[src/rtl/bit_timing_gen_rx.sv]
// bit_timing_gen_rx: fractional bit-timing generator with shadowed config,
// resync realignment and word position tracking.
module bit_timing_gen_rx #(
    parameter int CNT_W       = 6,
    parameter int DEN_W       = 4,
    parameter int WORD_BITS   = 8,
    parameter int RST_PERIOD  = 8,
    parameter int RST_NUM     = 1,
    parameter int RST_DEN     = 3,
    parameter int RST_SAMPLE  = 4,
    parameter int RESYNC_LOAD = 1
) (
    input  logic                         clk,
    input  logic                         n_rst,
    input  logic                         enable,
    input  logic                         clear,
    input  logic                         resync,
    input  logic [CNT_W-1:0]             cfg_period,
    input  logic [DEN_W-1:0]             cfg_frac_num,
    input  logic [DEN_W-1:0]             cfg_frac_den,
    input  logic [CNT_W-1:0]             cfg_sample,
    input  logic                         cfg_load,
    output logic [CNT_W-1:0]             count_out,
    output logic                         long_bit,
    output logic                         sample_strobe,
    output logic                         bit_end,
    output logic [$clog2(WORD_BITS)-1:0] bit_idx,
    output logic                         word_end
);
    localparam int IDX_W = $clog2(WORD_BITS);

    logic [CNT_W-1:0] per_q, per_d, samp_q, samp_d, sh_per_q, sh_samp_q, cnt_q, cnt_d;
    logic [DEN_W-1:0] num_q, num_d, den_q, den_d, sh_num_q, sh_den_q;
    logic [DEN_W:0]   acc_q, acc_d;
    logic [IDX_W-1:0] idx_q, idx_d;
    logic             pend_q, pend_d, long_q, long_d;
    logic [CNT_W:0]   eff_per, len_m1;
    logic [DEN_W+1:0] t;
    logic             adv, wrap, apply;

    always_comb begin
        eff_per = (per_q < CNT_W'(2)) ? (CNT_W+1)'(2) : (CNT_W+1)'(per_q);
        len_m1  = eff_per + (CNT_W+1)'(long_q) - (CNT_W+1)'(1);
        adv     = enable & ~clear & ~resync;
        wrap    = adv & ({1'b0, cnt_q} == len_m1);
        apply   = pend_q & (clear | wrap);
        per_d   = apply ? sh_per_q : per_q;
        num_d   = apply ? sh_num_q : num_q;
        den_d   = apply ? sh_den_q : den_q;
        samp_d  = apply ? sh_samp_q : samp_q;
        pend_d  = cfg_load | (pend_q & ~apply);
        // acc can exceed a newly applied smaller den, so the sum gets a spare bit
        t       = (DEN_W+2)'(acc_q) + (DEN_W+2)'(num_d);
        cnt_d   = cnt_q;
        acc_d   = acc_q;
        long_d  = long_q;
        idx_d   = idx_q;
        if (clear) begin
            cnt_d  = '0;
            acc_d  = '0;
            long_d = 1'b0;
            idx_d  = '0;
        end else if (resync) begin
            cnt_d = CNT_W'(RESYNC_LOAD);
        end else if (wrap) begin
            cnt_d  = '0;
            idx_d  = (idx_q == IDX_W'(WORD_BITS-1)) ? '0 : idx_q + 1'b1;
            long_d = (den_d != '0) && ((num_d >= den_d) || (t >= (DEN_W+2)'(den_d)));
            acc_d  = (den_d == '0) ? acc_q :
                     (num_d >= den_d) ? '0 :
                     (t >= (DEN_W+2)'(den_d)) ? (DEN_W+1)'(t - (DEN_W+2)'(den_d)) : (DEN_W+1)'(t);
        end else if (adv) begin
            cnt_d = cnt_q + 1'b1;
        end
    end

    always_ff @(posedge clk or negedge n_rst) begin
        if (!n_rst) begin
            per_q     <= CNT_W'(RST_PERIOD);
            num_q     <= DEN_W'(RST_NUM);
            den_q     <= DEN_W'(RST_DEN);
            samp_q    <= CNT_W'(RST_SAMPLE);
            sh_per_q  <= CNT_W'(RST_PERIOD);
            sh_num_q  <= DEN_W'(RST_NUM);
            sh_den_q  <= DEN_W'(RST_DEN);
            sh_samp_q <= CNT_W'(RST_SAMPLE);
            pend_q    <= 1'b0;
            cnt_q     <= '0;
            acc_q     <= '0;
            long_q    <= 1'b0;
            idx_q     <= '0;
        end else begin
            per_q  <= per_d;
            num_q  <= num_d;
            den_q  <= den_d;
            samp_q <= samp_d;
            pend_q <= pend_d;
            cnt_q  <= cnt_d;
            acc_q  <= acc_d;
            long_q <= long_d;
            idx_q  <= idx_d;
            if (cfg_load) begin
                sh_per_q  <= cfg_period;
                sh_num_q  <= cfg_frac_num;
                sh_den_q  <= cfg_frac_den;
                sh_samp_q <= cfg_sample;
            end
        end
    end

    assign count_out     = cnt_q;
    assign long_bit      = long_q;
    assign bit_idx       = idx_q;
    assign sample_strobe = n_rst & adv & (cnt_q == samp_q);
    assign bit_end       = n_rst & wrap;
    assign word_end      = bit_end & (idx_q == IDX_W'(WORD_BITS-1));
endmodule

[config.mk]
export PLATFORM = sky130hd
export DESIGN_NAME = bit_timing_gen_rx
export DESIGN_NICKNAME = d
export VERILOG_FILES = /design/src/rtl/bit_timing_gen_rx.sv
export SDC_FILE = /design/constraint.sdc
export NUM_CORES = 1
export LEC_CHECK = 0
export CORE_MARGIN = 4
export CORE_UTILIZATION = 45
export CTS_CLUSTER_DIAMETER = 80
export DETAILED_ROUTE_END_ITERATION = 7
export GPL_ROUTABILITY_DRIVEN = 0
export PLACE_DENSITY = 0.67
export RECOVER_POWER = 100
export REMOVE_ABC_BUFFERS = 1
export SYNTH_ARGS = -nofsm -noshare
export SYNTH_HDL_FRONTEND = slang
export SYNTH_SLANG_ARGS = --single-unit
[constraint.sdc]
create_clock -name clk -period 8.65 [get_ports clk]
set_input_delay 0.865 -clock clk [delete_from_list [all_inputs] [get_ports clk]]
set_output_delay 0.865 -clock clk [all_outputs]
set_load 0.005 [all_outputs]
==> implementation parameters <==
Parameter                              Value

Cells and area
  Layout Nets ... approximately 360
  Fraction of layout cells with a size suffix above 1 ... 0.1561
  Antenna Diode Count ... 0
  Post-layout util ... 0.5368
  Design area ... 0.003667 sq mm
  Most common cell after layout, fill and taps aside ... sky130_fd_sc_hd__dfrtp_1
  Signed area change from the synthesized netlist to the final layout ... 15.17%
  Number of standard cells in the final layout excluding fillers ... 410
  Commonest cells after routing, fill and taps aside ... 46 x sky130_fd_sc_hd__dfrtp_1, 25 x sky130_fd_sc_hd__mux2_2, 23 x sky130_fd_sc_hd__clkdlybuf4s50_1

Synth
  Top area cells in the synthesized netlist ... sky130_fd_sc_hd__dfrtp_1 36%, sky130_fd_sc_hd__mux2_2 8.8%, sky130_fd_sc_hd__dfstp_2 8.3%, sky130_fd_sc_hd__mux2_4 7.1%, sky130_fd_sc_hd__ha_1 6.7%
  Post-synthesis cell type with the largest combined area ... sky130_fd_sc_hd__dfrtp_1
  Syn avg cell area ... 11.62 sq um
  Register bit count reported by yosys ... 56
  Cell variety after synth ... 46
  Top cell type's share of synthesized area ... 0.3615
  Count of mapped cells out of synthesis ... around 270
  Mapped Area ... 0.003184 sq mm
  Yosys warning count ... 0
  Register area share after synthesis ... 0.4440

Pwr
  Total power after layout ... between 600 and 700 uW
  Leak ... 0.001576 uW
  Total power per unit cell area ... 178.3 mW/mm^2
  Maximum vdd drop ... between 0.09 and 0.1 mV

Clock tree
  Maximum level of the CTS H-tree ... 2
  Number of buffers inserted by post-CTS setup repair ... 0
  Source-to-sink clock delay at the later pin of the worst-skew pair ... a little over 0.3 ns
  Clock slew seen by the registers of the worst setup and hold paths ... 0.11 ns
  TritonCTS clock tree ... yes
  Total clock buffers created by CTS ... 5
  Root Buffer Master ... sky130_fd_sc_hd__clkbuf_8
  # resized after CTS ... 0
  Clock Sinks ... 56
  Number of hold-repair buffers added at the cts stage ... 0
  Deepest clock path buffer count ... 2

Drt
  Routed wire length per instance ... about 14 um
  Router iterations before antenna repair ... 4
  Vias ... about 2,100
  DRC violations left ... 0
  Final WL ... about 5900 um
  Final antenna-violating net count ... 0
  Iteration-0 DRC count of the detailed router ... 83
  Average vias per placed instance ... 5.093

Die
  Standard-cell row count ... 30
  Placeable core region ... between 0.006 and 0.007 sq mm
  I/O pin count ... 39
  Initial cell density of the core ... 0.4661
  Die Area ... 0.008486 sq mm
  Die Wd ... a little over 90 um
  Height of the die ... around 90 um

Worst setup path
  FF-to-FF Start ... per_q[2]
  Startpoint types ... flop
  Setup slack on the worst flop-to-flop path ... around 2.3 ns
  Required time reported for the critical path endpoint ... between 8 and 9 ns
  Source of the critical timing path ... per_q[2]
  Kind of critical path ... flop to flop
  Worst setup EP type ... flop
  Critical path peak fanout ... 25
  Cell count of the worst reg-to-reg path ... 23
  Endpoint of the worst setup timing path ... long_bit
  Arr. time, crit path ... ~6.5 ns
  Reg2Reg Capture Point ... long_bit

Placement
  Post-placement cell count ... roughly 400
  Port-buffer cells ... 38
  Post-DP Area ... roughly 0.0037 sq mm
  Final HPWL from detailed placement ... approximately 4400 um

STA
  Relative slew slack ... -0.9767
  Clock period minus worst slack ... ~6.3 ns
  Setup repair after global routing missed its margin ... false
  Fin. max-slew vios ... 60
  Slew of the pin with the lowest slew margin ... roughly 3.0 ns
  Final setup violation count ... 0
  Worst Clk Skew ... 0.01008 ns
  Post-Route Setup TNS ... 0 ns
  Final number of hold-violating endpoints ... 0
  Final worst-path cycle share ... 0.7334
  Achievable frequency ... ~160 MHz

GRT
  Vias in the first global route ... between 2,000 and 2,500
  Maximum number of pins on one net before global-route repair ... 60
  Global-route wire length before repair ... between 10,000 and 15,000 um
  Antenna violations before repair ... 0
  Final global-route overflow total ... 0
  GRT Total Usage ... 0.1514

Worst hold path
  Worst min path class ... flop to flop

Run status
  Violated checks ... max-capacitance violations, max-slew violations
  Run status ... finished, violations left

Flow run
  Max cap viols ... 1
-- metal layers --
metal	global-route usage	wire length, um	up-vias
met1	0.2254	2978	977
met4	0.04455	68	0
li1	-	-	1056
met5	0	0	-
met2	0.2245	2578	48
met3	0.02625	253	7
-- per-stage QoR --
stage | hold slack [ns] | setup WS (ns)
floorplan | 0.4749 | 2.757
global placement | 0.4903 | 2.615
finish | 0.4924 | 2.306
CTS | 0.5191 | 2.622
detailed placement | 0.4960 | 2.539
global route | 0.5210 | 1.621
-- worst min path at each step --
| stage | start | slack, ns | endpoint | depth (start not counted) |
|---|---|---|---|---|
| 2_1_floorplan | per_q[0] | 0.47 | per_q[0] | 1 |
| 3_3_place_gp | sh_per_q[4] | 0.49 | per_q[4] | 1 |
| 3_5_place_dp | num_q[2] | 0.50 | num_q[2] | 1 |
| 4_1_cts | num_q[2] | 0.52 | num_q[2] | 1 |
| 5_1_grt | sh_per_q[4] | 0.52 | per_q[4] | 1 |
| 6_report | sh_per_q[5] | 0.49 | per_q[5] | 1 |
-- synth_stat cells, drive strengths merged --
cell type,n
and2,2
a31o,2
and4b,1
o31ai,1
nor2,21
ha,17
a211o,1
a211oi,3
and3,1
buf,3
clkinv,1
nand4b,1
a41o,1
nand3b,1
nor3,2
nand4,3
mux2,40
or3,2
or2,1
nand3,4
dfrtp,46
a2bb2oi,2
o211ai,2
nor4b,1
clkbuf,6
o21ai,9
xor2,5
nor3b,1
a21oi,12
xnor2,14
nand2,12
mux2i,13
a21o,2
or4,1
fa,2
dfstp,10
nand2b,13
a21boi,1
nor4,4
nor2b,1
o2111ai,1
a22oi,1
inv,7
-- where the power goes --
part / internal, uW / total [uW] / switching [uW]
combinational: 94.4 / 185 / 91.0
clock: 59.2 / 148 / 88.7
sequential: 297 / 321 / 23.6
total: 451 / 654 / 203
-- worst max-delay path, cell delays in order (launching register included) --
cell and delay [ns]:
sky130_fd_sc_hd__dfrtp_1 0.47, sky130_fd_sc_hd__nor4_1 0.52, sky130_fd_sc_hd__inv_1 0.07, sky130_fd_sc_hd__o21ai_0 0.16, sky130_fd_sc_hd__ha_1 0.18, sky130_fd_sc_hd__ha_1 0.23
sky130_fd_sc_hd__xor2_1 0.12, sky130_fd_sc_hd__o2111ai_1 0.11, sky130_fd_sc_hd__a21oi_1 0.15, sky130_fd_sc_hd__nor4b_1 0.25, sky130_fd_sc_hd__clkbuf_1 0.64, sky130_fd_sc_hd__o21ai_0 0.16
sky130_fd_sc_hd__buf_4 0.28, sky130_fd_sc_hd__mux2_1 0.39, sky130_fd_sc_hd__ha_1 0.28, sky130_fd_sc_hd__a211oi_1 0.30, sky130_fd_sc_hd__nor2_1 0.11, sky130_fd_sc_hd__xor2_1 0.17
sky130_fd_sc_hd__ha_1 0.33, sky130_fd_sc_hd__a41o_1 0.22, sky130_fd_sc_hd__a211oi_1 0.58, sky130_fd_sc_hd__inv_1 0.18, sky130_fd_sc_hd__o211ai_1 0.20, sky130_fd_sc_hd__o31ai_1 0.09
-- registers in the layout, indices dropped and copies added, names as in the netlist --
| name | count |
|---|---|
| bit_idx | 3 |
| acc_q | 5 |
| pend_q | 1 |
| num_q | 4 |
| sh_num_q | 4 |
| per_q | 6 |
| sh_den_q | 4 |
| count_out | 6 |
| sh_per_q | 6 |
| samp_q | 6 |
| long_bit | 1 |
| den_q | 4 |
| sh_samp_q | 6 |
-- area by class of cell --
cell class              instances  area [sq um]
multi-input cells             201          1619
clock buffers                   5         68.82
flip-flops and latches         56          1414
repair buffers                 41         390.4
inverters                       8         30.03
fillers                       648          3164
well taps                      96         120.1
clock inverters                 3         25.02
-- logic make-up (layout without fill, tap and decap cells) --
logic type               after synthesis  in the layout  synth area share
adder cells (fa/ha/maj)               19             19           0.07937
AND/OR/NAND/NOR                       72             72            0.1218
AO/OA/AOI/OAI                         38             38           0.07741
XOR/XNOR                              19             19           0.05226
multiplexers                          53             53            0.2000
buffers and inverters                 17             57           0.02515
flip-flops                            56             56            0.4440
No activity file was read; power rests on OpenSTA's default activity.
==> edit (same flow settings) <==
`WORD_BITS`: 8 -> 16.
--- a/src/rtl/bit_timing_gen_rx.sv
+++ b/src/rtl/bit_timing_gen_rx.sv
@@ -4,5 +4,5 @@
     parameter int CNT_W       = 6,
     parameter int DEN_W       = 4,
-    parameter int WORD_BITS   = 8,
+    parameter int WORD_BITS   = 16,
     parameter int RST_PERIOD  = 8,
     parameter int RST_NUM     = 1,
Interface: changed (resized bit_idx); port bits go from 39 to 40. The function was not compared with the original's and may differ.
==> edit against the unedited design <==
  * The run still ends with capacitance limit, slew limit left
  * Final area rose by 5.4%
  * Total power up 17%
  * Wire length rose by 9.5%
  * Sequential cell count up 1
  * Setup slack lost 0.29 ns
  * Area after synthesis up 3.7%
  * Sequential power increased by 2%
  * Final cell count increased by 4.4%
  * Largest power group unchanged
==> edit: results (changes against the unedited design) <==
Status
  • Status: finished with violations (unchanged)
  • Violated checks: capacitance limit, slew limit (unchanged)

Yosys
  • Cell variety after synth: 55 (was 46)
  • Post-synth top flop: dfrtp_1 (unchanged)
  • Top cells by area in the synthesized netlist: dfrtp_1 36%, mux2_2 8.5%, dfstp_2 8.0% (was dfrtp_1 36%, mux2_2 8.8%, dfstp_2 8.3%)
  • Synth top cells by count: 47 x dfrtp_1, 25 x mux2_2, 19 x nor2_1 (was 46 x dfrtp_1, 25 x mux2_2, 21 x nor2_1)
  • Sequential cell area fraction in the yosys report: 43.6% (was 44.4%)
  • Mapped Avg Cell Area: 11.5 um2 (was 11.6 um2)

Setup path
  • Logic depth of the worst register-to-register path: 20 (was 23)
  • Arrival time reported for the critical path endpoint: 6.83 ns (was 6.52 ns)
  • Register-to-register setup slack: 2.02 ns (was 2.31 ns)
  • Stage delay of the slowest cell on the critical path: 0.62 ns (was 0.64 ns)
  • CP Max Fanout: 17 (was 25)

Drt
  • Total wire length: 6.43 mm (was 5.88 mm)
  • Met2 WL: 2.87 mm (was 2.58 mm)
  • Wire length on met1: 3.11 mm (was 2.98 mm)
  • Starting DRT DRC Count: 113 (was 83)

STA
  • Slew at the pin with the worst max-slew slack: 3.07 ns (was 2.96 ns)
  • Clock Skews: 0.00838 ns (was 0.0101 ns)
  • Max Transition Viols Final: 60 (unchanged)

Clocking
  • Reg clk slew, reported paths: 0.07 ns (was 0.11 ns)
  • Post-CTS Repair Setup Buffers: 0 (unchanged)
  • Clock latency at the later pin of the worst-skew pair: 0.34 ns (was 0.31 ns)
  • Clock tree buffer depth: 2 (unchanged)

Global routing
  • Wire length of the first global-routing pass: 11.0 mm (was 10.5 mm)
  • Met2 track utilization from global routing: 22.4% (about the same)
  • Vias in the first global route: 2237 (was 2180)
  • Grt met1 use: 23.1% (was 22.5%)
  • Aggregate global-route resource usage: 15.9% (was 15.1%)
  • Met3 Track Usage GR: 4.49% (was 2.63%)
  • Pin count of the biggest net entering global routing: 60 (unchanged)

Cells and area
  • Fill cells: 631 (was 648)
  • Design Area, Final: 0.00386 mm2 (was 0.00367 mm2)
  • Number of non-filler instances in the completed layout: 428 (was 410)
  • Final-stage net count: 371 (was 358)
  • Fraction of final layout cells with drive strength greater than 1: 16.6% (was 15.6%)

Placement
  • Cell count after placement: 412 (was 402)

Min path
  • Hold path startpoint: sh_per_q[0] (was sh_per_q[5])
  • Endpoint with the worst hold slack: per_q[0] (was per_q[5])

Pwr
  • IR Drop Worst-Case VDD: 95.8 uV (was 99.4 uV)
  • Leakage Power: 0.00166 uW (was 0.00158 uW)

Job
  • Number of max-cap violations: 1 (unchanged)
==> edit: through the flow <==
step | total power, uW | setup slack, ns | hold slack (ns) | utilization (%)
after floorplan | 478 | 2.67 | 0.475 | -
after global placement | 533 | 2.14 | 0.489 | 53.8
after detailed placement | 538 | 1.98 | 0.493 | 53.8
after CTS | 789 | 2.03 | 0.508 | 56.6
after global routing | 811 | 1.40 | 0.513 | 55.7
final | 765 | 2.02 | 0.498 | 55.7
==> edit: layout make-up <==
cell class | instances | area (um2) | share of cell area, %
well taps | 96 | 120 | 3.11
inverters | 10 | 37.5 | 0.971
flip-flops and latches | 57 | 1440 | 37.2
clock inverters | 6 | 67.6 | 1.75
multi-input cells | 208 | 1680 | 43.5
repair buffers | 41 | 393 | 10.2
clock buffers | 10 | 128 | 3.30
==> edit: cells by family after synthesis <==
family                   count (synthesis)  synth area share (%)
AND/OR/NAND/NOR                         77                  12.7
flip-flops                              57                  43.6
multiplexers                            53                  19.3
AO/OA/AOI/OAI                           44                  9.13
buffers and inverters                   21                  3.83
adder cells (fa/ha/maj)                 18                  7.27
XOR/XNOR                                16                  4.24
==> edit: critical path, delay by kind of cell, from the launching register on <==
family / cells / cell delay (ns)
buffers and inverters: 2 / 0.25
AO/OA/AOI/OAI: 8 / 2.58
multiplexers: 1 / 0.43
flip-flops: 1 / 0.46
AND/OR/NAND/NOR: 5 / 1.70
XOR/XNOR: 1 / 0.17
adder cells (fa/ha/maj): 3 / 0.88
==> edit: where the power goes <==
group / total (uW) / switching [uW] / internal [uW]
Sequential: 327 / 25.0 / 302
Combinational: 193 / 99.3 / 93.9
Clock: 244 / 110 / 134
Total: 765 / 235 / 530
